`config.mk`:
```
export PLATFORM = sky130hd
export DESIGN_NAME = dispatch_scheduler
export DESIGN_NICKNAME = d
export VERILOG_FILES = /design/src/rtl/dispatch_scheduler.sv
export SDC_FILE = /design/constraint.sdc
export NUM_CORES = 1
export LEC_CHECK = 0
export BUFFER_PORTS_ARGS = -buffer_cell sky130_fd_sc_hd__buf_2
export CORE_MARGIN = 4
export CORE_UTILIZATION = 25
export DETAILED_ROUTE_END_ITERATION = 16
export PLACE_DENSITY_LB_ADDON = 0.08
export SLEW_MARGIN = 20
export SYNTH_ARGS = -nofsm -noshare
export SYNTH_HDL_FRONTEND = slang
export SYNTH_SLANG_ARGS = --single-unit
```
`constraint.sdc`:
```
create_clock -name clk_in -period 6.65 [get_ports clk_in]
set_input_delay 0.665 -clock clk_in [delete_from_list [all_inputs] [get_ports clk_in]]
set_output_delay 0.665 -clock clk_in [all_outputs]
set_load 0.005 [all_outputs]
```
`src/rtl/dispatch_scheduler.sv`:
```
// -----------------------------------------------------------------------------
// dispatch_scheduler
//
// Picks instructions out of the CSU and loads them into two one-deep issue
// slots. One slot feeds the ALU and the other feeds the memory operator.
//
// ALU slot:    each cycle it takes the oldest ready non-memory entry, whenever
//              the slot is free.
// Memory slot: it only ever looks at the oldest pending memory entry, so memory
//              operations leave in program order. A small FSM allows at most
//              one memory operation in flight at a time.
//
// Age is measured from csu_head with wrap-around:
//   age(i) = (i - csu_head) mod CSU_SIZE
// A smaller age means an older entry.
//
// Handshake rule (this applies to both slots):
//   - valid is a registered offer.
//   - Once valid is high, the slot holds valid and id stable until the consumer
//     raises its accept in a cycle where rdy_in=1.
//   - valid & accept at a rising edge counts as the transfer.
//   - accept is ignored when valid is low.
//
// Ports
//   clk_in, rst_in             clock; synchronous active-high reset
//   rdy_in                     0 pauses everything: no grants, all state held
//   flush_pipline              drops both slots, returns the FSM to idle
//   csu_head                   id of the oldest CSU entry
//   entry_pending/ready/is_mem per-entry status vectors from the CSU
//   alu_grant, alu_grant_id    combinational: ALU slot loads this entry now
//   mo_grant,  mo_grant_id     combinational: memory slot loads this entry now
//   alu_valid, alu_id          ALU slot offer;    alu_accept takes it
//   mo_valid,  mo_id           memory slot offer; mo_accept takes it
//   mo_rdy, mo_res_ins_id      the memory operator completed this instruction
//   stall_count                saturating count of cycles that had a ready
//                              entry but no grant
//   mo_state_dbg               current memory FSM state (encoding of mo_state_t)
// -----------------------------------------------------------------------------
module dispatch_scheduler #(
    parameter int CSU_SIZE      = 8,
    parameter int CSU_SIZE_BITS = 3
) (
    input  logic                     clk_in,
    input  logic                     rst_in,
    input  logic                     rdy_in,
    input  logic                     flush_pipline,
    input  logic [CSU_SIZE_BITS-1:0] csu_head,
    input  logic [CSU_SIZE-1:0]      entry_pending,
    input  logic [CSU_SIZE-1:0]      entry_ready,
    input  logic [CSU_SIZE-1:0]      entry_is_mem,
    output logic                     alu_grant,
    output logic [CSU_SIZE_BITS-1:0] alu_grant_id,
    output logic                     mo_grant,
    output logic [CSU_SIZE_BITS-1:0] mo_grant_id,
    output logic                     alu_valid,
    output logic [CSU_SIZE_BITS-1:0] alu_id,
    input  logic                     alu_accept,
    output logic                     mo_valid,
    output logic [CSU_SIZE_BITS-1:0] mo_id,
    input  logic                     mo_accept,
    input  logic                     mo_rdy,
    input  logic [CSU_SIZE_BITS-1:0] mo_res_ins_id,
    output logic [15:0]              stall_count,
    output logic [1:0]               mo_state_dbg
);

    typedef enum logic [1:0] {
        MO_IDLE      = 2'd0,
        MO_OFFER     = 2'd1,
        MO_WAIT_DONE = 2'd2
    } mo_state_t;

    // CSU_SIZE widened by one bit. head + offset never reaches 2*CSU_SIZE,
    // so subtracting this once is enough to wrap the index.
    localparam logic [CSU_SIZE_BITS:0] SIZE_EXT = (CSU_SIZE_BITS + 1)'(CSU_SIZE);

    mo_state_t mo_state;
    mo_state_t mo_state_next;

    logic                     alu_cand_found;
    logic [CSU_SIZE_BITS-1:0] alu_cand_id;
    logic                     mem_cand_found;
    logic [CSU_SIZE_BITS-1:0] mem_cand_id;
    logic                     mem_cand_ready;
    logic                     active;
    logic                     alu_slot_free;

    // ------------------------------------------------------------------
    // Candidate search.
    // The loop walks entries in age order, starting at csu_head, and the
    // first hit wins. The memory search stops at the oldest pending memory
    // op even when that op is not ready yet. That stop is what keeps
    // memory operations in order.
    // ------------------------------------------------------------------
    always_comb begin : cand_scan
        logic [CSU_SIZE_BITS:0]   pos;
        logic [CSU_SIZE_BITS-1:0] idx;
        alu_cand_found = 1'b0;
        alu_cand_id    = '0;
        mem_cand_found = 1'b0;
        mem_cand_id    = '0;
        pos            = '0;
        idx            = '0;
        for (int k = 0; k < CSU_SIZE; k++) begin
            pos = {1'b0, csu_head} + (CSU_SIZE_BITS + 1)'(k);
            if (pos >= SIZE_EXT) begin
                pos = pos - SIZE_EXT;
            end
            idx = pos[CSU_SIZE_BITS-1:0];
            if (!alu_cand_found && entry_ready[idx] && !entry_is_mem[idx]) begin
                alu_cand_found = 1'b1;
                alu_cand_id    = idx;
            end
            if (!mem_cand_found && entry_pending[idx] && entry_is_mem[idx]) begin
                mem_cand_found = 1'b1;
                mem_cand_id    = idx;
            end
        end
    end

    assign mem_cand_ready = entry_ready[mem_cand_id];

    // Grants are only allowed in an ordinary running cycle.
    // A reset, a pause or a flush all suppress them.
    assign active        = rdy_in && !rst_in && !flush_pipline;
    assign alu_slot_free = !alu_valid || alu_accept;

    assign alu_grant    = active && alu_slot_free && alu_cand_found;
    assign alu_grant_id = alu_cand_id;

    // Grants happen only from IDLE. This also covers the cycle in which the
    // FSM leaves WAIT_DONE: the FSM is not yet IDLE then, so that cycle gets
    // no grant.
    assign mo_grant    = active && (mo_state == MO_IDLE) && mem_cand_found && mem_cand_ready;
    assign mo_grant_id = mem_cand_id;

    assign mo_valid     = (mo_state == MO_OFFER);
    assign mo_state_dbg = mo_state;

    // ------------------------------------------------------------------
    // Memory FSM next-state logic.
    // The register only advances when rdy_in=1, so the FSM ignores
    // handshake inputs while the scheduler is paused.
    // ------------------------------------------------------------------
    always_comb begin
        mo_state_next = mo_state;
        if (flush_pipline) begin
            mo_state_next = MO_IDLE;
        end else begin
            unique case (mo_state)
                MO_IDLE: begin
                    if (mo_grant) begin
                        mo_state_next = MO_OFFER;
                    end
                end
                MO_OFFER: begin
                    if (mo_accept) begin
                        mo_state_next = MO_WAIT_DONE;
                    end
                end
                MO_WAIT_DONE: begin
                    if (mo_rdy && (mo_res_ins_id == mo_id)) begin
                        mo_state_next = MO_IDLE;
                    end
                end
                default: begin
                    mo_state_next = MO_IDLE;
                end
            endcase
        end
    end

    always_ff @(posedge clk_in) begin
        if (rst_in) begin
            // Reset drops any offered or in-flight instruction immediately.
            // It does not wait for mo_rdy.
            mo_state <= MO_IDLE;
        end else if (rdy_in) begin
            mo_state <= mo_state_next;
        end
    end

    // ------------------------------------------------------------------
    // Issue slots and stall counter.
    // ------------------------------------------------------------------
    always_ff @(posedge clk_in) begin
        if (rst_in) begin
            alu_valid   <= 1'b0;
            alu_id      <= '0;
            mo_id       <= '0;
            stall_count <= '0;
        end else if (rdy_in) begin
            if (flush_pipline) begin
                // A flush overrides any accept, completion or candidate in
                // the same cycle. stall_count is deliberately left alone.
                alu_valid <= 1'b0;
            end else begin
                // A new grant in the same cycle as an accept simply reloads
                // the slot, so alu_valid stays high without a gap.
                if (alu_grant) begin
                    alu_valid <= 1'b1;
                    alu_id    <= alu_cand_id;
                end else if (alu_valid && alu_accept) begin
                    alu_valid <= 1'b0;
                end

                if (mo_grant) begin
                    mo_id <= mem_cand_id;
                end

                if ((entry_ready != '0) && !alu_grant && !mo_grant) begin
                    if (stall_count != 16'hFFFF) begin
                        stall_count <= stall_count + 16'd1;
                    end
                end
            end
        end
    end

endmodule

```
# After elaboration in Yosys (flattened, before gate mapping)
# Cells that the tools add are included.
[op_classes] addsub=16 n_mul=0 div_mod_pow=0 n_lt_le_gt_ge=17 n_eq_ne=7 n_shift=0 mux=98 n_bitwise=1 n_reduce_logical=77
[ops] op="1-bit binary-select mux with 3-bit select" count=25
[ops] op="3-bit two-way mux" count=24
[ops] op="1-bit two-way mux" count=44
[ops] op="1-bit logical AND" count=41
[ops] op="3-bit by 4-bit < comparator with 1-bit output, second input constant" count=9
[ops] op="4-bit greater-or-equal comparator, second input constant" count=7
[ops] op="1-bit logical NOT" count=27
[ops] op="3-bit by 1-bit subtractor with 3-bit output, second input constant" count=8
[ops] op="16-bit by 1-bit adder with 16-bit output, second input constant" count=1
[ops] op="3-bit by 3-bit adder with 4-bit output, second input constant" count=4
[ops] op="16-bit != test, second input constant" count=1
[ops] op="3-bit by 2-bit adder with 4-bit output, second input constant" count=2
[ops] op="2-bit two-way mux" count=4
[ops] op="4-bit AND reduction" count=2
[ops] op="8-bit nonzero test" count=1
[ops] op="3-bit != test, second input constant" count=2
[ops] op="2-bit one-hot mux with 3 select lines" count=1
[ops] op="3-bit AND reduction" count=2
[ops] op="3-bit by 1-bit adder with 4-bit output, second input constant" count=1
[ops] op="3-bit by 4-bit greater-or-equal comparator with 1-bit output, second input constant" count=1
[ops] op="3-bit equality test" count=1
[ops] op="3-bit by 2-bit != test with 1-bit output, second input constant" count=1
[ops] op="3-bit nonzero test" count=1
[ops] op="2-bit by 1-bit equality test with 1-bit output, second input constant" count=1
[ops] op="other kinds (5)" count=5
[totals] register_bits=25 latchBits=0 ramBits=0 rom_bits=0 wordCells=221 mem_count=0

# Logic depth before layout (Yosys ltp)
[depth] word_depth=40 depth_mapped=17 mapped_depth_nobuf=13

# Worst setup path after synthesis
# Ideal clock, no wire load.
[synth_timing] path_kind="input-to-output" from="in csu_head[1]" to="out mo_grant" arrival_ps=3616 setup_slack_ps=2369 cell_stages=15 cell_sequence="buf_2 clkinv_1 ha_1 buf_4 nand4_1 nand4_1 a21o_1 or3_4 o211ai_2 o21ai_2 clkinv_2 mux2i_1 a211oi_2 buf_6 or2_1"
[synth_between] elab_chain_len=37 word_cells_on_any_way=105
[synth_lines] item="from (decl)" line_no="47" rtl="input logic [CSU_SIZE_BITS-1:0] csu_head,"
[synth_lines] item="parallel branches: the longest is 33 deep, another holds 3-bit by 1-bit adder with 4-bit output"
[synth_lines] item="3-bit two-way mux *" line_no="114" rtl="if (!mem_cand_found && entry_pending[idx] && entry_is_mem[idx]) begin"
[synth_lines] item="named net mo_grant_id[0]" line_no="54" rtl="output logic [CSU_SIZE_BITS-1:0] mo_grant_id,"
[synth_lines] item="1-bit binary-select mux with 3-bit select *" line_no="121" rtl="assign mem_cand_ready = entry_ready[mem_cand_id];"
[synth_lines] item="1-bit two-way mux (implied by the code) *" line_no="121"
[synth_lines] item="1-bit logical AND *" line_no="134" rtl="assign mo_grant = active && (mo_state == MO_IDLE) && mem_cand_found && mem_cand_ready;"
[synth_lines] item="to (decl)" line_no="53" rtl="output logic mo_grant,"
# Mark *: on every way through the listed nets, which the timed path passes. The select of a mux whose other input is x is not followed.

# Worst setup path after layout
[layout_timing] from="in csu_head[1]" to="out mo_grant"
[layout_between] elab_chain_len=37 word_cells_on_any_way=105
[layout_lines] item="parallel branches: the longest is 36 deep, another holds 3-bit by 1-bit adder with 4-bit output"
[layout_lines] item="1-bit logical AND *" line_no="134"
# Mark *: on every way between the ends. The select of a mux whose other input is x is not followed.

==> results.ini <==
[status]
status = complete, no violations

[clocking]
max-clock-path-buffers = 2
cts_hold_buf = 0
cts_max_level = 1
cts_resized = 0
root_buffer = clkbuf_16
cts_buffers = 3
path_clk_slew_ps = 80
clock_latency_ps = 270
numClockSinks = 25
cts_tree = built
post_cts_buffers = 0

[yosys]
synthesis.instances = 423
syn_avg_cell_area_um2 = 8.44
synthFlopType = dfxtp_1
yosysTopAreaCell = dfxtp_1
ys_seq_elements = 25
yosys.cell_types.count = 81
ys_warn_count = 0
ys_seq_area_frac = 0.140
synth_edf_count = 0
netlist_area_um2 = 3570
syn_nets = 463
yosys-top-cells-area = dfxtp_1 (14%), mux4_2 (13%), mux2i_1 (4.8%)
ys_async_sr_fraction = 0
synth_top_area_share = 0.140

[drt]
initialDrtViolationCount = 317
ant_nets = 0
via_per_inst = 5.59
drc = 0
first_pass_iters = 4
wirelength_um = 12800
wl_per_cell_um = 19.5
vias = 3667

[sta]
min_period_ps = 5420
period_share = 0.815
fmax_ghz = 0.185
slew_headroom = 0.316
rsz0062_at_grt = false
worst_slew_pin_slew_ps = 1030
setup_viol = 0
hold_ws_ps = 488
tns_ps = 0
report.final.slew_viol_count = 0
finClkSkew_ps = 11.0
hold_viol = 0

[worst_setup_path]
end_kind = output pin
r2r_start = stall_count[5]$_SDFFE_PP0P_
cp_slowest_cell = ha_1
crit_fanout = 35
cp-start-kind = primary input
arrival_ps = 4750
path_common_cell = buf_2
crit_required_ps = 5980
cpPeakStageDelay_ps = 1090
critical_path_class = primary input to output pin
crit_path_cell_trace = buf_2, clkinv_1, ha_1, nand4bb_1, nand4_1, a21o_1, nor3_2, a32o_1, o21ai_2, clkinv_2, mux2i_1, a211oi_2, buf_4, or2_1, buf_2
crit_path_start = csu_head[1]

[global_routing]
overflow = 0
grt_max_degree = 48
grtUsageMet3 = 0.0201
grt_antenna_before_repair = 0
grt_util_met1 = 0.225
track_usage = 0.154
first_global_vias = 3514
grt_pass1_wl_um = 20200
busiest_layer = met2
grtUsageMet2 = 0.252

[floorplan]
initial_core_util = 0.256
die_x_um = 127
ios = 71
fp.dieH_um = 127
die-area_um2 = 16200
rows = 43
core_um2 = 13900

[run]
maxCapViolCount = 0

[power_and_ir_drop]
peakVddDrop_uv = 92.0
power_density_nw_per_um2 = 146
p_leak_nw = 1.63

[final_layout]
postLayoutCoreUtil = 0.295
diodes = 0
final_nets = 517
drive_gt1_frac = 0.290
fillCellCount = 1524
layout_common_cells = buf_2 (70), nand2_1 (41), nor2_1 (27)
final_common_cell = buf_2
area_growth_pct = 15.1

[placed_design]
dp_hpwl_um = 9710
io_buffers = 70
gp_congestion = 0.854

[worst_hold_path]
worst_hold_path_type = flip-flop to flip-flop
worstHoldStart = alu_id[1]$_SDFFE_PP0P_

[metrics by stage]
| step | power, W | instances | cell area [µm²] | setup slack, ps |
|---|---|---|---|---|
| finish | 0.000600 | 656 | 4110 | 1230 |
| global route | 0.000643 | 656 | 4110 | 883 |
| CTS | 0.000606 | 656 | 4110 | 1210 |
| detailed placement | 0.000461 | 652 | 4020 | 1220 |
| global placement | 0.000460 | 652 | 4020 | 1300 |
| floorplan | 0.000369 | 423 | 3570 | 2370 |
[area by class of cell]
class	instances	area, µm²	area share
timing repair buffer	75	388	0.0945
clock buffer	3	75.1	0.0183
inverter	17	65.1	0.0158
tap	180	225	0.0548
multi-input combinational	355	2840	0.693
clock inverter	1	8.76	0.00213
sequential	25	500	0.122
[report_power, final]
part	leakage [nW]	switching [W]	internal [W]	total, W
sequential	0.202	0.00000438	0.000154	0.000159
clock	0.0415	0.0000594	0.0000832	0.000143
combinational	1.39	0.000177	0.000121	0.000299
total	1.63	0.000241	0.000359	0.000600
[cells in the mapped netlist, types with 3 or more instances]
master    instances
nand2_1          41
nor2_1           27
dfxtp_1          25
mux4_2           21
nor2b_1          18
mux2i_1          17
o21ai_0          16
inv_1            13
mux2_1           13
nand4_1          13
nand2b_1         12
nand3_1          12
a21oi_1          11
o21a_1           11
nor3_1           10
o211ai_1         10
nand3b_1          9
and2_1            7
buf_2             7
clkbuf_1          7
nor3b_1           6
nor4_2            6
a31oi_1           5
buf_6             5
mux2_2            5
a211oi_1          4
buf_4             4
nand4b_1          4
o31ai_1           4
a41oi_1           3
and4_1            3
buf_1             3
ha_1              3
o211a_1           3
xnor2_1           3
[registers in the layout, indices dropped and copies added, names as in the netlist]
signal,cells
mo_id,3
alu_id,3
alu_valid,1
mo_state_dbg,2
stall_count,16
[metal layers]
| layer | up-vias | part of all wire | routed length [µm] |
|---|---|---|---|
| met3 | 4 | 0.059 | 752 |
| met4 | 0 | 0.0023 | 30 |
| met5 | - | 0 | 0 |
| li1 | 1735 | - | - |
| met2 | 109 | 0.46 | 5850 |
| met1 | 1819 | 0.48 | 6170 |
[critical path, delay by kind of cell]
family	cells	cell delay, ps
muxes	1	210
AOI/OAI and AO/OA	4	860
buffers and inverters	5	820
adders and majority gates	1	1090
and+or+nand+nor	4	1090
[cell families after synthesis]
logic type | count (synthesis) | synth area share
fa+ha+maj | 3 | 0.0105
buf+inv | 43 | 0.0628
mux | 57 | 0.241
compound gates | 98 | 0.205
xor+xnor | 5 | 0.0144
simple gates | 192 | 0.326
flops | 25 | 0.140
[worst paths after layout]
| path | to | slack (ps) | cells past startpoint |
|---|---|---|---|
| max reg2reg | stall_count[11]$_SDFFE_PP0P_ | 4020 | 10 |
| max | mo_grant | 1230 | 15 |
| min reg2reg | alu_id[1]$_SDFFE_PP0P_ | 490 | 2 |
| min | alu_id[1]$_SDFFE_PP0P_ | 490 | 2 |
(Power assumes the default switching activity.)
